===== src/rtl/regfile_dump.sv =====
// Debug-side register-file dumper: walks FIRST_REG..LAST_REG on the debug read port and
// streams each word MSB byte first as UART 8N1. Define REGDUMP_HEADER_EN to prefix each word with its index.
module regfile_dump #(
  parameter int unsigned CLKS_PER_BIT = 868,
  parameter int unsigned FIRST_REG    = 0,
  parameter int unsigned LAST_REG     = 31
) (
  input  logic        clk,
  input  logic        rst,
  input  logic        start,
  output logic [4:0]  ra_debug,
  input  logic [31:0] ra_debug_data,
  output logic        tx,
  output logic        busy,
  output logic        done
);

  localparam int unsigned CW = $clog2(CLKS_PER_BIT);

`ifdef REGDUMP_HEADER_EN
  localparam bit HDR_EN = 1'b1;
`else
  localparam bit HDR_EN = 1'b0;
`endif

  localparam logic [CW-1:0] BIT_LAST  = CW'(CLKS_PER_BIT - 1);
  localparam logic [4:0]    IDX_FIRST = 5'(FIRST_REG);
  localparam logic [4:0]    IDX_LAST  = 5'(LAST_REG);

  typedef enum logic [2:0] {
    S_IDLE,
    S_ADDR,
    S_CAPTURE,
    S_START_BIT,
    S_DATA_BIT,
    S_STOP_BIT,
    S_DONE
  } state_t;

  state_t          state;
  logic [CW-1:0]   bit_cnt;
  logic [2:0]      bit_idx;
  logic [1:0]      byte_cnt;
  logic [31:0]     word;
  logic [7:0]      shreg;
  logic            hdr;
  logic            bit_end;

  assign bit_end = (bit_cnt == BIT_LAST);

  // Sequencer, datapath and registered outputs in one process.
  always_ff @(posedge clk or negedge rst) begin
    if (!rst) begin
      state    <= S_IDLE;
      bit_cnt  <= '0;
      bit_idx  <= 3'd0;
      byte_cnt <= 2'd0;
      word     <= 32'd0;
      shreg    <= 8'd0;
      hdr      <= 1'b0;
      ra_debug <= 5'd0;
      tx       <= 1'b1;
      busy     <= 1'b0;
      done     <= 1'b0;
    end else begin
      done <= 1'b0;
      case (state)
        S_IDLE: begin
          if (start) begin
            ra_debug <= IDX_FIRST;
            busy     <= 1'b1;
            state    <= S_ADDR;
          end
        end

        // Word is latched on the edge leaving ADDR, one cycle after the index was driven.
        S_ADDR: begin
          word     <= ra_debug_data;
          byte_cnt <= 2'd0;
          hdr      <= HDR_EN;
          state    <= S_CAPTURE;
        end

        S_CAPTURE: begin
          if (hdr) begin
            shreg <= {3'b000, ra_debug};
          end else begin
            shreg <= word[31:24];
            word  <= {word[23:0], 8'h00};
          end
          bit_cnt <= '0;
          tx      <= 1'b0;
          state   <= S_START_BIT;
        end

        S_START_BIT: begin
          if (bit_end) begin
            bit_cnt <= '0;
            bit_idx <= 3'd0;
            tx      <= shreg[0];
            shreg   <= {1'b0, shreg[7:1]};
            state   <= S_DATA_BIT;
          end else begin
            bit_cnt <= bit_cnt + CW'(1);
          end
        end

        S_DATA_BIT: begin
          if (bit_end) begin
            bit_cnt <= '0;
            if (bit_idx == 3'd7) begin
              tx    <= 1'b1;
              state <= S_STOP_BIT;
            end else begin
              bit_idx <= bit_idx + 3'd1;
              tx      <= shreg[0];
              shreg   <= {1'b0, shreg[7:1]};
            end
          end else begin
            bit_cnt <= bit_cnt + CW'(1);
          end
        end

        // The header byte does not advance the data byte count.
        S_STOP_BIT: begin
          if (bit_end) begin
            bit_cnt <= '0;
            if (hdr || (byte_cnt != 2'd3)) begin
              if (!hdr) begin
                byte_cnt <= byte_cnt + 2'd1;
              end
              hdr   <= 1'b0;
              shreg <= word[31:24];
              word  <= {word[23:0], 8'h00};
              tx    <= 1'b0;
              state <= S_START_BIT;
            end else if (ra_debug != IDX_LAST) begin
              ra_debug <= ra_debug + 5'd1;
              state    <= S_ADDR;
            end else begin
              done  <= 1'b1;
              busy  <= 1'b0;
              state <= S_DONE;
            end
          end else begin
            bit_cnt <= bit_cnt + CW'(1);
          end
        end

        S_DONE: begin
          state <= S_IDLE;
        end

        default: begin
          state <= S_IDLE;
        end
      endcase
    end
  end

endmodule


===== config.mk =====
export PLATFORM = sky130hd
export DESIGN_NAME = regfile_dump
export DESIGN_NICKNAME = d
export VERILOG_FILES = /design/src/rtl/regfile_dump.sv
export SDC_FILE = /design/constraint.sdc
export NUM_CORES = 1
export LEC_CHECK = 0
export ABC_AREA = 1
export CAP_MARGIN = 40
export CORE_AREA = 2 2 98 100
export DETAILED_ROUTE_END_ITERATION = 7
export DIE_AREA = 0 0 100 102
export GPL_TIMING_DRIVEN = 0
export PLACE_DENSITY = 0.66
export SETUP_SLACK_MARGIN = 0.5
export SLEW_MARGIN = 10
export SYNTH_ARGS = -nofsm -noshare
export SYNTH_HDL_FRONTEND = slang
export SYNTH_SLANG_ARGS = --single-unit

===== constraint.sdc =====
create_clock -name clk -period 1.7 [get_ports clk]
set_input_delay 0.255 -clock clk [delete_from_list [all_inputs] [get_ports clk]]
set_output_delay 0.255 -clock clk [all_outputs]
set_load 0.02 [all_outputs]

==> results of run 1 <==
report_power, final:
group | internal, mW | switching (mW) | leakage, nW | total [mW]
registers | 1.57 | 0 | 0.719 | 1.57
clock network | 0.568 | 0.660 | 0.0847 | 1.23
logic | 0.0854 | 0.0613 | 1.81 | 0.147
total | 2.22 | 0.722 | 2.61 | 2.94
state kept, by name, summed over array words and instances, names as in the netlist:
register and flops:
word 32, bit_cnt 10, shreg 8, ra_debug 5
bit_idx 3, state 3, byte_cnt 2, busy 1
done 1, tx 1
worst paths after layout:
path	startpoint	endpoint	slack (ns)	cells after the start
setup / recovery	state[2]	state[2]	0.14	10
min in group clk	ra_debug_data[6]	word[6]	0.45	3
setup reg to reg	state[2]	state[2]	0.14	10
max in group asynchronous	rst	state[0]	0.80	3
hold / removal	rst	bit_cnt[0]	0.36	2
hold reg to reg	busy	busy	0.47	2
timing repair:
item	CTS	global route
pin swaps	14	22
endpoints found under the hold margin	25	0
resized for setup	85	94
gates cloned	3	4
hold buffers	1	0
buffers inserted	32	25
setup endpoints to repair	74	72
Yosys cell counts:
library cell	count	area, um^2
a21oi_1	4	20.02
buf_2	1	5.000
buf_4	6	45.04
buf_6	5	56.30
dfrtp_1	65	1627
dfstp_2	1	26.28
ha_1	7	87.58
inv_1	20	75.07
inv_2	5	18.77
inv_4	2	12.51
nand2_1	275	1032
nand2_2	5	31.28
nand2_4	4	45.04
nand3_1	29	145.1
nand3_2	1	10.01
nand3b_1	2	15.01
nand4_1	8	50.05
nor2_1	21	78.83
nor2_2	2	12.51
nor2_4	4	45.04
nor3b_1	1	7.510
o21a_1	1	7.510
o21ai_0	8	40.04
o21ai_1	3	15.01
o21ai_2	1	8.760
o22ai_1	3	18.77
or2_2	1	6.260
xnor2_1	2	17.52
xor2_1	3	26.28
cell type report:
class	count	area, um^2
plain buffers	12	151.4
clock buffers	10	137.6
clock inverters	6	41.29
fillers	798	3700
inverters	27	133.9
multi-input cells	387	2143
flip-flops and latches	66	1660
well taps	111	138.9
repair buffers	106	1002
per-layer routing:
| metal | vias to the layer above | GRT usage | share of wire |
|---|---|---|---|
| met5 | - | 0 | 0 |
| li1 | 1775 | - | - |
| met4 | 0 | 0.07376 | 0.013 |
| met1 | 1743 | 0.2370 | 0.42 |
| met2 | 72 | 0.3243 | 0.54 |
| met3 | 8 | 0.03762 | 0.028 |
through the flow:
step	worst slack (ns)	setup TNS, ns	cells	hold WS (ns)
final	0.1366	0	725	0.3629
after global routing	0.06681	0	725	0.3960
after CTS	0.2104	0	696	0.3720
after detailed placement	0.04880	0	644	0.2005
after global placement	-2.175	-126.25	643	0.4539
after floorplan	0.2867	0	490	-0.04059
cells by family (layout without fill, tap and decap cells):
logic type	after synthesis	after routing	share of synthesized area
compound gates	20	21	0.03071
xor+xnor	5	5	0.01221
fa+ha+maj	7	7	0.02442
buf+inv	39	161	0.05931
flops	66	66	0.4609
simple gates	353	354	0.4124
critical path: cells and delay by family, from the launching register on:
kind	cells	cell delay [ns]
buffers and inverters	5	0.65
flip-flops	1	0.38
AND/OR/NAND/NOR	5	0.43
cell usage in the layout, fill, tap and decap left out, drive strengths merged:
master           n
a21oi            4
buf             81
clkbuf          13
clkdlybuf4s50   33
clkinv           4
clkinvlp         3
dfrtp           65
dfstp            1
dlygate4sd3      1
ha               7
inv             26
nand2          284
nand3           30
nand3b           2
nand4            8
nor2            28
nor3b            1
o21a             1
o21ai           13
o22ai            3
or2              1
xnor2            2
xor2             3
==> flow_metrics.py, run 1 <==
metrics = {
    "global_route": {
        "grt_start_max_net_pins": 41,
        "grt.total_usage": 0.1891,
        "grt_pass1_wl_um": 15350,
        "grt_pass1_vias": 3393,
        "antenna_found_initial": 0,
        "grt-ovfl-total": 0,
    },
    "floorplan": {
        "core_area_um2": 9109,
        "io_pins": 43,
        "start_util": 0.3937,
        "die_w_um": 100,
        "die-area_um2": 10200,
        "rows": 35,
        "dieHeight_um": 102,
    },
    "final_layout": {
        "area_growth_pct": 50.84,
        "finalNetCount": 651,
        "n_antenna_cell": 0,
        "layout-drive-gt1-share": 0.3306,
        "fin_util": 0.5938,
        "finalInstanceArea_um2": 5409,
    },
    "detailed_routing": {
        "drtAntennaViolNets": 0,
        "drt_pass1_iterations": 4,
        "drt_iter0_markers": 145,
        "wire_per_inst_um": 13.91,
        "drcViolationCount": 0,
        "totalWireLength_um": 10080,
        "vias": 3598,
        "avgViaCountPerCell": 4.963,
    },
    "setup_path": {
        "slowest_stage": "dfrtp_1",
        "crit_top_cell": "nand2_1",
        "critPathKind": "flop to flop",
        "cp_cell_sequence": "buf_6 -> clkinv_8 -> buf_4 -> buf_12 -> nand3b_1 -> nand2_1 -> inv_1 -> nand3_1 -> nand2_1 -> nand2_1",
        "required_ns": 1.95,
        "end_kind": "flop",
        "cp_max_fo": 5,
        "slowest_delay_ns": 0.38,
        "cp-start-kind": "flop",
        "arrival_ns": 1.81,
    },
    "synth": {
        "synth_area_um2": 3586,
        "synth_fp_nets": 532,
        "netlist_instances": 490,
        "yosysSeqAreaShare": 0.4609,
        "syn_avg_cell_area_um2": 7.318,
        "synth-seq-cells": 66,
        "ys_types": 29,
        "ys_warn_count": 0,
    },
    "place": {
        "place_congestion": 0.8251,
        "dpl_cell_area_um2": 4210,
        "dpl.hpwl_um": 5720,
        "io_buffers": 42,
    },
    "power": {
        "irDropWorstVdd_v": 0.0003196,
        "p_leak_nw": 2.612,
        "p_total_mw": 2.944,
        "p_per_area_nw_per_um2": 544.2,
    },
    "timing": {
        "min_period_ns": 1.563,
        "slew_viol_final": 0,
        "hold_viol": 0,
        "period_share": 0.9197,
        "rsz0062_at_grt": "yes",
        "max-slew-margin-rel": 0.7538,
        "max_freq_mhz": 639.6,
        "finClkSkew_ns": 0.01196,
        "worst_pin_slew_ns": 0.3693,
        "setup_viol": 0,
    },
    "clock_tree": {
        "htreeDepth": 3,
        "clk_pin_slew_ns": 0.08,
        "cts_buffer_depth": 2,
        "cts_sinks": 66,
        "cts_tree": "done",
        "clk_latency_ns": 0.35,
        "cts_root_buf": "clkbuf_8",
        "cts-buffers-inserted": 9,
    },
    "run": {
        "max-cap-violations": 0,
    },
    "outcome": {
        "status": "completed",
    },
    "hold_path": {
        "min_path_type": "primary input to async pin",
    },
}
(Power assumes the default switching activity.)
==> inputs of run 2 (changes only) <==
clock period = 1.9 ns   (was 1.7 ns; I/O delays follow)
==> run 2 against run 1 <==
  * Sequential power down 11%
  * Clock skew down 0.00074 ns
  * Global-route usage up 0.61 points
  * Core utilization about the same
  * First-iteration DRC count up 37%
  * Maximum frequency up 1.1%
  * Critical path depth unchanged
  * Final cell count down 2.3%
  * Critical path type unchanged
  * Largest power group unchanged
  * Highest routed layer unchanged
==> flow_metrics.py, run 2 (synthesis gave the netlist of run 1 again) <==
metrics = {
    "timing": {
        "hold_viol": 0,
        "worst_pin_slew_ns": 0.3705,
        "finClkSkew_ns": 0.01121,
        "min_period_ns": 1.547,
        "setup_viol": 0,
        "slew_viol_final": 0,
        "period_share": 0.8143,
        "max_freq_mhz": 646.3,
        "rsz0062_at_grt": "yes",
        "max-slew-margin-rel": 0.7530,
    },
    "final_layout": {
        "layout_commonest_cell": "nand2_1",
        "fin_util": 0.5935,
        "layout-drive-gt1-share": 0.3400,
        "finalNetCount": 634,
        "most-common-layout-cells": "216 x nand2_1, 60 x dfrtp_1, 47 x nand2_2, 33 x buf_4, 33 x clkdlybuf4s50_1",
        "largest_reg_flops": 32,
        "top_register": "word",
        "n_antenna_cell": 0,
        "reg_top3": "word: 32 flops, bit_cnt: 10 flops, shreg: 8 flops",
        "area_growth_pct": 50.77,
        "fillers": 774,
    },
    "setup_path": {
        "critPathKind": "flop to flop",
        "cp_num_buf_inv": 4,
        "cp_cell_sequence": "buf_12 -> nand2_8 -> nor2_4 -> buf_6 -> nand2_8 -> nand2_8 -> inv_8 -> buf_6 -> nand2_2 -> nand2_1",
        "slowest_stage": "dfrtp_2",
        "arrival_ns": 1.79,
        "end_kind": "flop",
        "crit_top_cell": "nand2_8",
        "cp-start-kind": "flop",
        "slowest_delay_ns": 0.46,
        "critPathTopFamily": "simple AND/OR/NAND/NOR gates",
        "required_ns": 2.14,
        "cp_max_fo": 6,
    },
    "detailed_routing": {
        "drtAntennaViolNets": 0,
        "drt_pass1_iterations": 5,
        "wire_per_inst_um": 14.28,
        "vias": 3541,
        "totalWireLength_um": 10110,
        "avgViaCountPerCell": 5.001,
        "drt_iter0_markers": 199,
        "drcViolationCount": 0,
    },
    "power": {
        "p_per_area_nw_per_um2": 537.8,
        "p_total_mw": 2.908,
        "p_leak_nw": 2.560,
        "irDropWorstVdd_v": 0.0003481,
    },
    "run": {
        "max-cap-violations": 0,
    },
    "global_route": {
        "antenna_found_initial": 0,
        "grt_start_max_net_pins": 41,
        "grt.total_usage": 0.1952,
        "grt_pass1_vias": 3444,
        "grt_pass1_wl_um": 15750,
        "grt-ovfl-total": 0,
    },
    "clock_tree": {
        "clk_latency_ns": 0.35,
        "cts-buffers-inserted": 9,
        "clk_pin_slew_ns": 0.07,
        "cts_tree": "done",
        "cts_sinks": 66,
        "htreeDepth": 3,
        "cts_buffer_depth": 2,
        "cts_root_buf": "clkbuf_8",
    },
    "outcome": {
        "status": "completed",
    },
    "floorplan": {
        "rows": 35,
        "start_util": 0.3937,
        "die-area_um2": 10200,
        "dieHeight_um": 102,
        "die_w_um": 100,
        "io_pins": 43,
        "core_area_um2": 9109,
    },
    "place": {
        "io_buffers": 42,
        "place_congestion": 0.8385,
        "dpl.hpwl_um": 5674,
    },
    "hold_path": {
        "min_path_type": "primary input to async pin",
    },
}
==> run 2: layer usage <==
| metal | vias up | GRT usage | wire length, um |
|---|---|---|---|
| li1 | 1735 | - | - |
| met1 | 1682 | 0.2410 | 4161 |
| met2 | 98 | 0.3425 | 5357 |
| met3 | 26 | 0.03078 | 348 |
| met4 | 0 | 0.08114 | 243 |
| met5 | - | 0 | 0 |
==> run 2: worst paths after layout <==
| kind | startpoint | end | slack (ns) | depth (start not counted) |
|---|---|---|---|---|
| max reg2reg | state[0] | word[27] | 0.35 | 10 |
| max in group asynchronous | rst | ra_debug[0] | 0.94 | 3 |
| max | state[0] | word[27] | 0.35 | 10 |
| min | rst | shreg[3] | 0.40 | 2 |
| min reg2reg | busy | busy | 0.47 | 2 |
| min in group clk | busy | busy | 0.47 | 2 |
==> run 2: cell type report <==
type | instances | area (um^2) | area share
Tap cell | 111 | 138.9 | 0.02569
Clock inverter | 4 | 73.82 | 0.01365
Inverter | 27 | 123.9 | 0.02291
Sequential cell | 66 | 1659 | 0.3069
Timing Repair Buffer | 89 | 870.8 | 0.1611
Clock buffer | 12 | 155.1 | 0.02870
Buffer | 12 | 135.1 | 0.02499
Multi-Input combinational cell | 387 | 2250 | 0.4161
==> run 2: report_power, final <==
part,internal [mW],switching (mW)
combinational,0.0765,0.0596
sequential,1.40,0
clock,0.812,0.556
total,2.29,0.615
==> run 2: metrics by stage <==
stage	hold slack [ns]	setup WS, ns	cell area, um^2	setup TNS, ns	instances
floorplan	-0.01059	0.4852	3621	0	490
global placement	0.4538	-1.999	4180	-114.70	643
detailed placement	0.2305	0.2082	4198	0	644
CTS	0.4129	0.3553	5079	0	692
global route	0.4421	0.2762	5406	0	708
finish	0.4029	0.3528	5406	0	708
==> run 2: what timing repair did <==
action | 4_1_cts | 5_1_grt
resized for setup | 118 | 62
pin swaps | 20 | 22
setup endpoints to repair | 73 | 72
hold buffers | 1 | 0
cloned | 7 | 1
setup buffers | 24 | 15
hold endpoints to repair | 25 | 0
